==> src/rtl/state_end_gen_if.sv <==
// Handshake bundle between the phase controller / data source and state_end_gen.
// The master modport is the controller side; the slave modport is state_end_gen.
interface state_end_gen_if #(
    parameter int CNT_W = 16
);
    logic [2:0]       current_state;
    logic             state_update;
    logic             data_valid;
    logic             data_ready;
    logic             state_end;
    logic [CNT_W-1:0] beat_cnt;
    logic             wdog_err;

    modport master (
        output current_state, state_update, data_valid,
        input  data_ready, state_end, beat_cnt, wdog_err
    );

    modport slave (
        input  current_state, state_update, data_valid,
        output data_ready, state_end, beat_cnt, wdog_err
    );
endinterface

==> src/rtl/state_end_gen.sv <==
// Counts accepted beats per convolution phase and pulses state_end when the phase is done.
// Optional WAIT watchdog enabled by defining STATE_END_WDOG_EN; otherwise wdog_err is tied 0.
module state_end_gen #(
    parameter int CNT_W      = 16,
    parameter int INIT_LEN   = 9,
    parameter int ROW_LEN    = 28,
    parameter int WDOG_LIMIT = 255
) (
    input  logic           clk,
    input  logic           rstn,
    state_end_gen_if.slave bus
);

    // A zero length would make the block stall forever, so refuse it at elaboration.
    if (INIT_LEN < 1 || INIT_LEN >= 2**CNT_W || ROW_LEN < 1 || ROW_LEN >= 2**CNT_W ||
        WDOG_LIMIT < 1 || WDOG_LIMIT >= 2**CNT_W) begin : g_bad_cfg
        $error("state_end_gen: length or watchdog parameter out of range");
    end

    localparam logic [CNT_W-1:0] INIT_L = CNT_W'(INIT_LEN);
    localparam logic [CNT_W-1:0] ROW_L  = CNT_W'(ROW_LEN);
    localparam logic [CNT_W-1:0] ONE    = CNT_W'(1);

    typedef enum logic [1:0] {
        ST_RUN  = 2'd0,
        ST_END  = 2'd1,
        ST_WAIT = 2'd2
    } state_t;

    state_t           state_q, state_d;
    logic [CNT_W-1:0] beat_cnt_q, beat_cnt_d;
    logic             state_end_q, state_end_d;
    logic [CNT_W-1:0] phase_len;
    logic             ready;
    logic             accept;
`ifdef STATE_END_WDOG_EN
    logic [CNT_W-1:0] wait_cnt_q, wait_cnt_d;
    logic             wdog_err_q, wdog_err_d;
`endif

    always_comb begin
        unique case (bus.current_state)
            3'b000:                 phase_len = INIT_L;
            3'b001, 3'b010, 3'b011: phase_len = ROW_L;
            default:                phase_len = '0;
        endcase

        // A resync pulse wins over any beat offered in the same cycle.
        ready  = (state_q == ST_RUN) && (phase_len != '0) && !bus.state_update;
        accept = ready && bus.data_valid;

        state_d    = state_q;
        beat_cnt_d = beat_cnt_q;
`ifdef STATE_END_WDOG_EN
        wait_cnt_d = wait_cnt_q;
        wdog_err_d = wdog_err_q;
`endif

        unique case (state_q)
            ST_RUN: begin
                if (bus.state_update) begin
                    beat_cnt_d = '0;
                end else if (accept) begin
                    beat_cnt_d = beat_cnt_q + ONE;
                    if (beat_cnt_q == phase_len - ONE) begin
                        state_d = ST_END;
                    end
                end
            end
            ST_END: begin
                if (bus.state_update) begin
                    state_d    = ST_RUN;
                    beat_cnt_d = '0;
                end else begin
                    state_d = ST_WAIT;
`ifdef STATE_END_WDOG_EN
                    wait_cnt_d = '0;
`endif
                end
            end
            ST_WAIT: begin
                if (bus.state_update) begin
                    state_d    = ST_RUN;
                    beat_cnt_d = '0;
                end else begin
`ifdef STATE_END_WDOG_EN
                    wait_cnt_d = wait_cnt_q + ONE;
                    if (wait_cnt_q + ONE == CNT_W'(WDOG_LIMIT)) begin
                        wdog_err_d = 1'b1;
                        state_d    = ST_RUN;
                        beat_cnt_d = '0;
                    end
`endif
                end
            end
            default: begin
                state_d    = ST_RUN;
                beat_cnt_d = '0;
            end
        endcase

        state_end_d = (state_d == ST_END);
    end

    always_ff @(posedge clk or negedge rstn) begin
        if (!rstn) begin
            state_q     <= ST_RUN;
            beat_cnt_q  <= '0;
            state_end_q <= 1'b0;
`ifdef STATE_END_WDOG_EN
            wait_cnt_q  <= '0;
            wdog_err_q  <= 1'b0;
`endif
        end else begin
            state_q     <= state_d;
            beat_cnt_q  <= beat_cnt_d;
            state_end_q <= state_end_d;
`ifdef STATE_END_WDOG_EN
            wait_cnt_q  <= wait_cnt_d;
            wdog_err_q  <= wdog_err_d;
`endif
        end
    end

    assign bus.data_ready = ready;
    assign bus.state_end  = state_end_q;
    assign bus.beat_cnt   = beat_cnt_q;
`ifdef STATE_END_WDOG_EN
    assign bus.wdog_err   = wdog_err_q;
`else
    assign bus.wdog_err   = 1'b0;
`endif

endmodule
==> src/flat_wrapper.sv <==
// flat-port wrapper written by rule: the top's interface ports become plain ports
module state_end_gen_flat 
#(
    parameter int CNT_W      = 16,
    parameter int INIT_LEN   = 9,
    parameter int ROW_LEN    = 28,
    parameter int WDOG_LIMIT = 255
)
  (clk, rstn, bus_current_state, bus_state_update, bus_data_valid, bus_data_ready, bus_state_end, bus_beat_cnt, bus_wdog_err);
  state_end_gen_if #(.CNT_W(CNT_W)) bus_i ();
  input  logic clk;
  input  logic rstn;
  input wire logic [$bits(bus_i.current_state)-1:0] bus_current_state;
  input wire logic [$bits(bus_i.state_update)-1:0] bus_state_update;
  input wire logic [$bits(bus_i.data_valid)-1:0] bus_data_valid;
  output wire logic [$bits(bus_i.data_ready)-1:0] bus_data_ready;
  output wire logic [$bits(bus_i.state_end)-1:0] bus_state_end;
  output wire logic [$bits(bus_i.beat_cnt)-1:0] bus_beat_cnt;
  output wire logic [$bits(bus_i.wdog_err)-1:0] bus_wdog_err;
  assign bus_i.current_state = bus_current_state;
  assign bus_i.state_update = bus_state_update;
  assign bus_i.data_valid = bus_data_valid;
  assign bus_data_ready = bus_i.data_ready;
  assign bus_state_end = bus_i.state_end;
  assign bus_beat_cnt = bus_i.beat_cnt;
  assign bus_wdog_err = bus_i.wdog_err;
  state_end_gen #(.CNT_W(CNT_W), .INIT_LEN(INIT_LEN), .ROW_LEN(ROW_LEN), .WDOG_LIMIT(WDOG_LIMIT)) u_core (.clk(clk), .rstn(rstn), .bus(bus_i));
endmodule
==> config.mk <==
export PLATFORM = sky130hd
export DESIGN_NAME = state_end_gen_flat
export DESIGN_NICKNAME = d
export VERILOG_FILES = /design/src/rtl/state_end_gen_if.sv /design/src/rtl/state_end_gen.sv /design/src/flat_wrapper.sv
export SDC_FILE = /design/constraint.sdc
export NUM_CORES = 1
export LEC_CHECK = 0
export CELL_PAD_IN_SITES_DETAIL_PLACEMENT = 1
export CELL_PAD_IN_SITES_GLOBAL_PLACEMENT = 2
export CORE_UTILIZATION = 32
export DETAILED_ROUTE_END_ITERATION = 10
export MAX_ROUTING_LAYER = met4
export PLACE_DENSITY_LB_ADDON = 0.1
export REMOVE_ABC_BUFFERS = 1
export SYNTH_ARGS = -nofsm -noshare
export SYNTH_HDL_FRONTEND = slang
export SYNTH_SLANG_ARGS = --single-unit
==> constraint.sdc <==
create_clock -name clk -period 2.9 [get_ports clk]
set_input_delay 0.725 -clock clk [delete_from_list [all_inputs] [get_ports clk]]
set_output_delay 0.725 -clock clk [all_outputs]
set_load 0.05 [all_outputs]
==> results of run 1 <==
==> tightest hold or removal path: cells and delay by family (launching register included) <==
kind / cells / cell delay [ns]
flops: 1 / 0.43
compound gates: 2 / 0.15
==> through the flow <==
stage          power [mW]  cells  hold WS (ns)
3_3_place_gp        0.369    199         0.568
5_1_grt             0.537    203         0.641
2_1_floorplan       0.325    124         0.429
6_report            0.508    203         0.606
4_1_cts             0.513    203         0.612
3_5_place_dp        0.370    199         0.589
==> how the worst max path moves through the flow <==
stage                                start                              to  slack [ns]  depth (start not counted)
5_1_grt               bus_current_state[2]                  bus_data_ready        0.18                          3
2_1_floorplan  u_core.state_q[1]$_DFF_PN0_     u_core.state_q[1]$_DFF_PN0_        0.16                          7
6_report              bus_current_state[2]                  bus_data_ready        0.25                          3
3_3_place_gp          bus_current_state[2]     u_core.state_q[1]$_DFF_PN0_        0.22                          6
4_1_cts               bus_current_state[2]                  bus_data_ready        0.22                          3
3_5_place_dp          bus_current_state[2]  u_core.bus.state_end$_DFF_PN0_        0.12                          6
==> cell type report <==
| class | count | area [µm²] |
|---|---|---|
| Timing Repair Buffer | 29 | 288 |
| Clock buffer | 4 | 26.3 |
| Sequential cell | 19 | 475 |
| Multi-Input combinational cell | 101 | 648 |
| Tap cell | 46 | 57.6 |
| Fill cell | 407 | 1880 |
| Inverter | 4 | 15.0 |
==> cell usage after synthesis <==
library cell,instances
a211oi_1,1
a21oi_1,8
a21oi_2,1
a22o_1,1
a22oi_1,1
and2_1,2
and2b_1,1
and3_1,3
and4_1,3
buf_4,1
clkbuf_1,2
conb_1,1
dfrtp_1,19
ha_1,5
inv_1,4
mux2_2,1
mux2i_1,1
nand2_1,8
nand2b_1,3
nand3_1,4
nand4_1,1
nor2_1,14
nor3_1,4
nor3b_1,1
nor3b_2,1
nor4_1,2
nor4_2,1
o2111ai_1,2
o211ai_1,3
o21a_1,1
o21ai_0,10
o22a_1,1
o22ai_1,1
or3_1,5
or4_1,1
xnor2_1,4
xor2_1,5
==> cells by family after synthesis <==
logic type | synth area share, %
mux | 1.84
other cells | 0.325
buf+inv | 2.60
xor+xnor | 6.83
fa+ha+maj | 5.42
simple gates | 25.7
flops | 41.2
compound gates | 16.1
==> sequential cells by signal, indices dropped and copies added (netlist names) <==
register	flops
u_core.bus.beat_cnt	16
u_core.state_q	2
u_core.bus.state_end	1
==> metal layers <==
metal,GRT usage (%),vias up,share of wire [%]
met5,-,-,0
met4,5.71,0,0.93
met3,3.11,4,2.2
met2,28.1,13,47
met1,24.4,522,49
li1,-,516,-
==> power breakdown <==
part | switching [mW] | internal, mW
Clock | 0.0906 | 0.0536
Combinational | 0.0531 | 0.0354
Sequential | 0.00685 | 0.269
==> metrics.md, run 1 <==
| Metric | Value |
|---|---|
| Outcome | finished clean |
| Syn Area/Cell | around 9.1 µm² |
| R2r worst-path depth | 7 |
| Wire per inst | roughly 15 µm |
| Worst r2r src | u_core.state_q[1]$_DFF_PN0_ |
| Starting Density | about a third |
| Critical path class | input port to output pin |
| Arrival @ worst endpoint | 1.93 ns |
| Commonest cells after routing, fill and taps aside | clkdlybuf4s50_1, dfrtp_1, nor2_1, o21ai_0 |
| P per Cell Area | ~340 mW/mm² |
| Pre-CTS WS | 0.117 ns |
| Gpl congestion | 0.727 |
| Placed instance area | 0.00148 mm² |
| Netlist cell types | 37 |
| Hpwl dp | between 2 and 2.5 mm |
| Hold Fails Final Rpt | 0 |
| Reg2reg end | u_core.bus.state_end$_DFF_PN0_ |
| Antenna cells | 0 |
| Critical Path Source Type | input port |
| Internal reg-to-reg setup slack | approximately 0.83 ns |
| PortBufs | 24 |
| Yosys reg bits | 19 |
| Max Cap Violations | 0 |
| DR vias | ~1,100 |
| WP buf/inv | 2 |
| H-tree Lvls | 1 |
| Clock sink count | 19 |
| Lkg Pwr | roughly 0.6 nW |
| Post-CTS Resized | 0 |
| Worst-margin pin slew | between 0.5 and 0.6 ns |
| Layout cell share with drive strength beyond 1 | 8.28% |
| Row count | 21 |
| Core Footprint | about 0.0034 mm² |
| GRT overflow | 0 |
| Bufs on Longest Clock Path | 2 |
| I/O pin cnt | 26 |
| Die X | roughly 62 µm |
| Die Span Y | ~62 µm |
| Final Max Tran Viols | 0 |
| Crit path largest cell delay | 0.54 ns |
| Total track usage | a little under a fifth |
| Vias in the first global route | about 1,100 |
| Setup bufs post-CTS | 0 |
| Iter 0 DRT Violations | 36 |
| Hold-fix buffer count after cts | 0 |
| Final #Nets | 170 |
| DRT Pass-1 Iters | 4 |
| Final WS setup | about 0.25 ns |
| Seq/Total Area, Yosys | 41.2% |
| CP delay by family, top | buffers and inverters |
| Final setup vio count | 0 |
| Worst hold path depth | 2 |
| Hold_sp | u_core.bus.beat_cnt[15]$_DFFE_PN0P_ |
| Cell taking the most area after synthesis | dfrtp_1 |
| Via density per instance | slightly above 5 |
| Post-route ant nets | 0 |
| TritonCTS clock tree | yes |
| Crit-path cells | clkdlybuf4s50_1 -> nor3b_1 -> buf_12 |
| DRC | 0 |
| Unrepaired setup endpoints after global routing | no |
| Worst Hold Class | flop to flop |
| Setup_tns | 0 ns |
| Reg clk slew, reported paths | about 0.11 ns |
| Top-area cell type share of the netlist area | slightly above 40% |
| Endpoint type of the worst setup path | output pin |
| Max Clock Freq | between 300 and 400 MHz |
| Drt total wl | approximately 3 mm |
| Root Driver | clkbuf_4 |
| Clock Skews | roughly 0.0056 ns |
| Area Growth Syn to Fin | 30.9% |
| Worst EP required | 2.17 ns |
| Finished Core Util | 44.6% |
| Crit-path max FO | 8 |
| Slew headroom | between 60% and 70% |
| Min-Delay Endpoint | u_core.bus.beat_cnt[15]$_DFFE_PN0P_ |
| Synthesized area | between 0.001 and 0.0015 mm² |
| Dominant cells by area after synthesis | dfrtp_1, ha_1, nor2_1 |
| Commonest non-fill, non-tap cell in the layout | clkdlybuf4s50_1 |
| Final Critical Period | 2.65 ns |
| Yosys warnings | 0 |
| Initial antenna violation count | 0 |
| Largest net degree at the start of global routing | 20 |
| Die footprint | between 0.003 and 0.004 mm² |
| Worst IR Drop VDD | approximately 0.16 mV |
| Fin area | about 0.0015 mm² |
| CP max stage cell | clkdlybuf4s50_1 |
| Final critical-path share of the clock period | between 90% and 100% |
| Mapped Cells | roughly 130 |
| First-pass GRT wire length | between 4 and 5 mm |
| Cts bufs inserted | 3 |
| Clk_lat worst skew | around 0.30 ns |
Note: power is estimated with default switching activity, not from simulation.
==> run 2, diff against run 1 <==
--- a/config.mk
+++ b/config.mk
@@ -12,6 +12,7 @@
 export MAX_ROUTING_LAYER = met4
 export PLACE_DENSITY_LB_ADDON = 0.1
 export REMOVE_ABC_BUFFERS = 1
+export SLEW_MARGIN = 10
 export SYNTH_ARGS = -nofsm -noshare
 export SYNTH_HDL_FRONTEND = slang
 export SYNTH_SLANG_ARGS = --single-unit
==> results of run 2 <==
Final layout, timing and power as in run 1 (identical DEF).
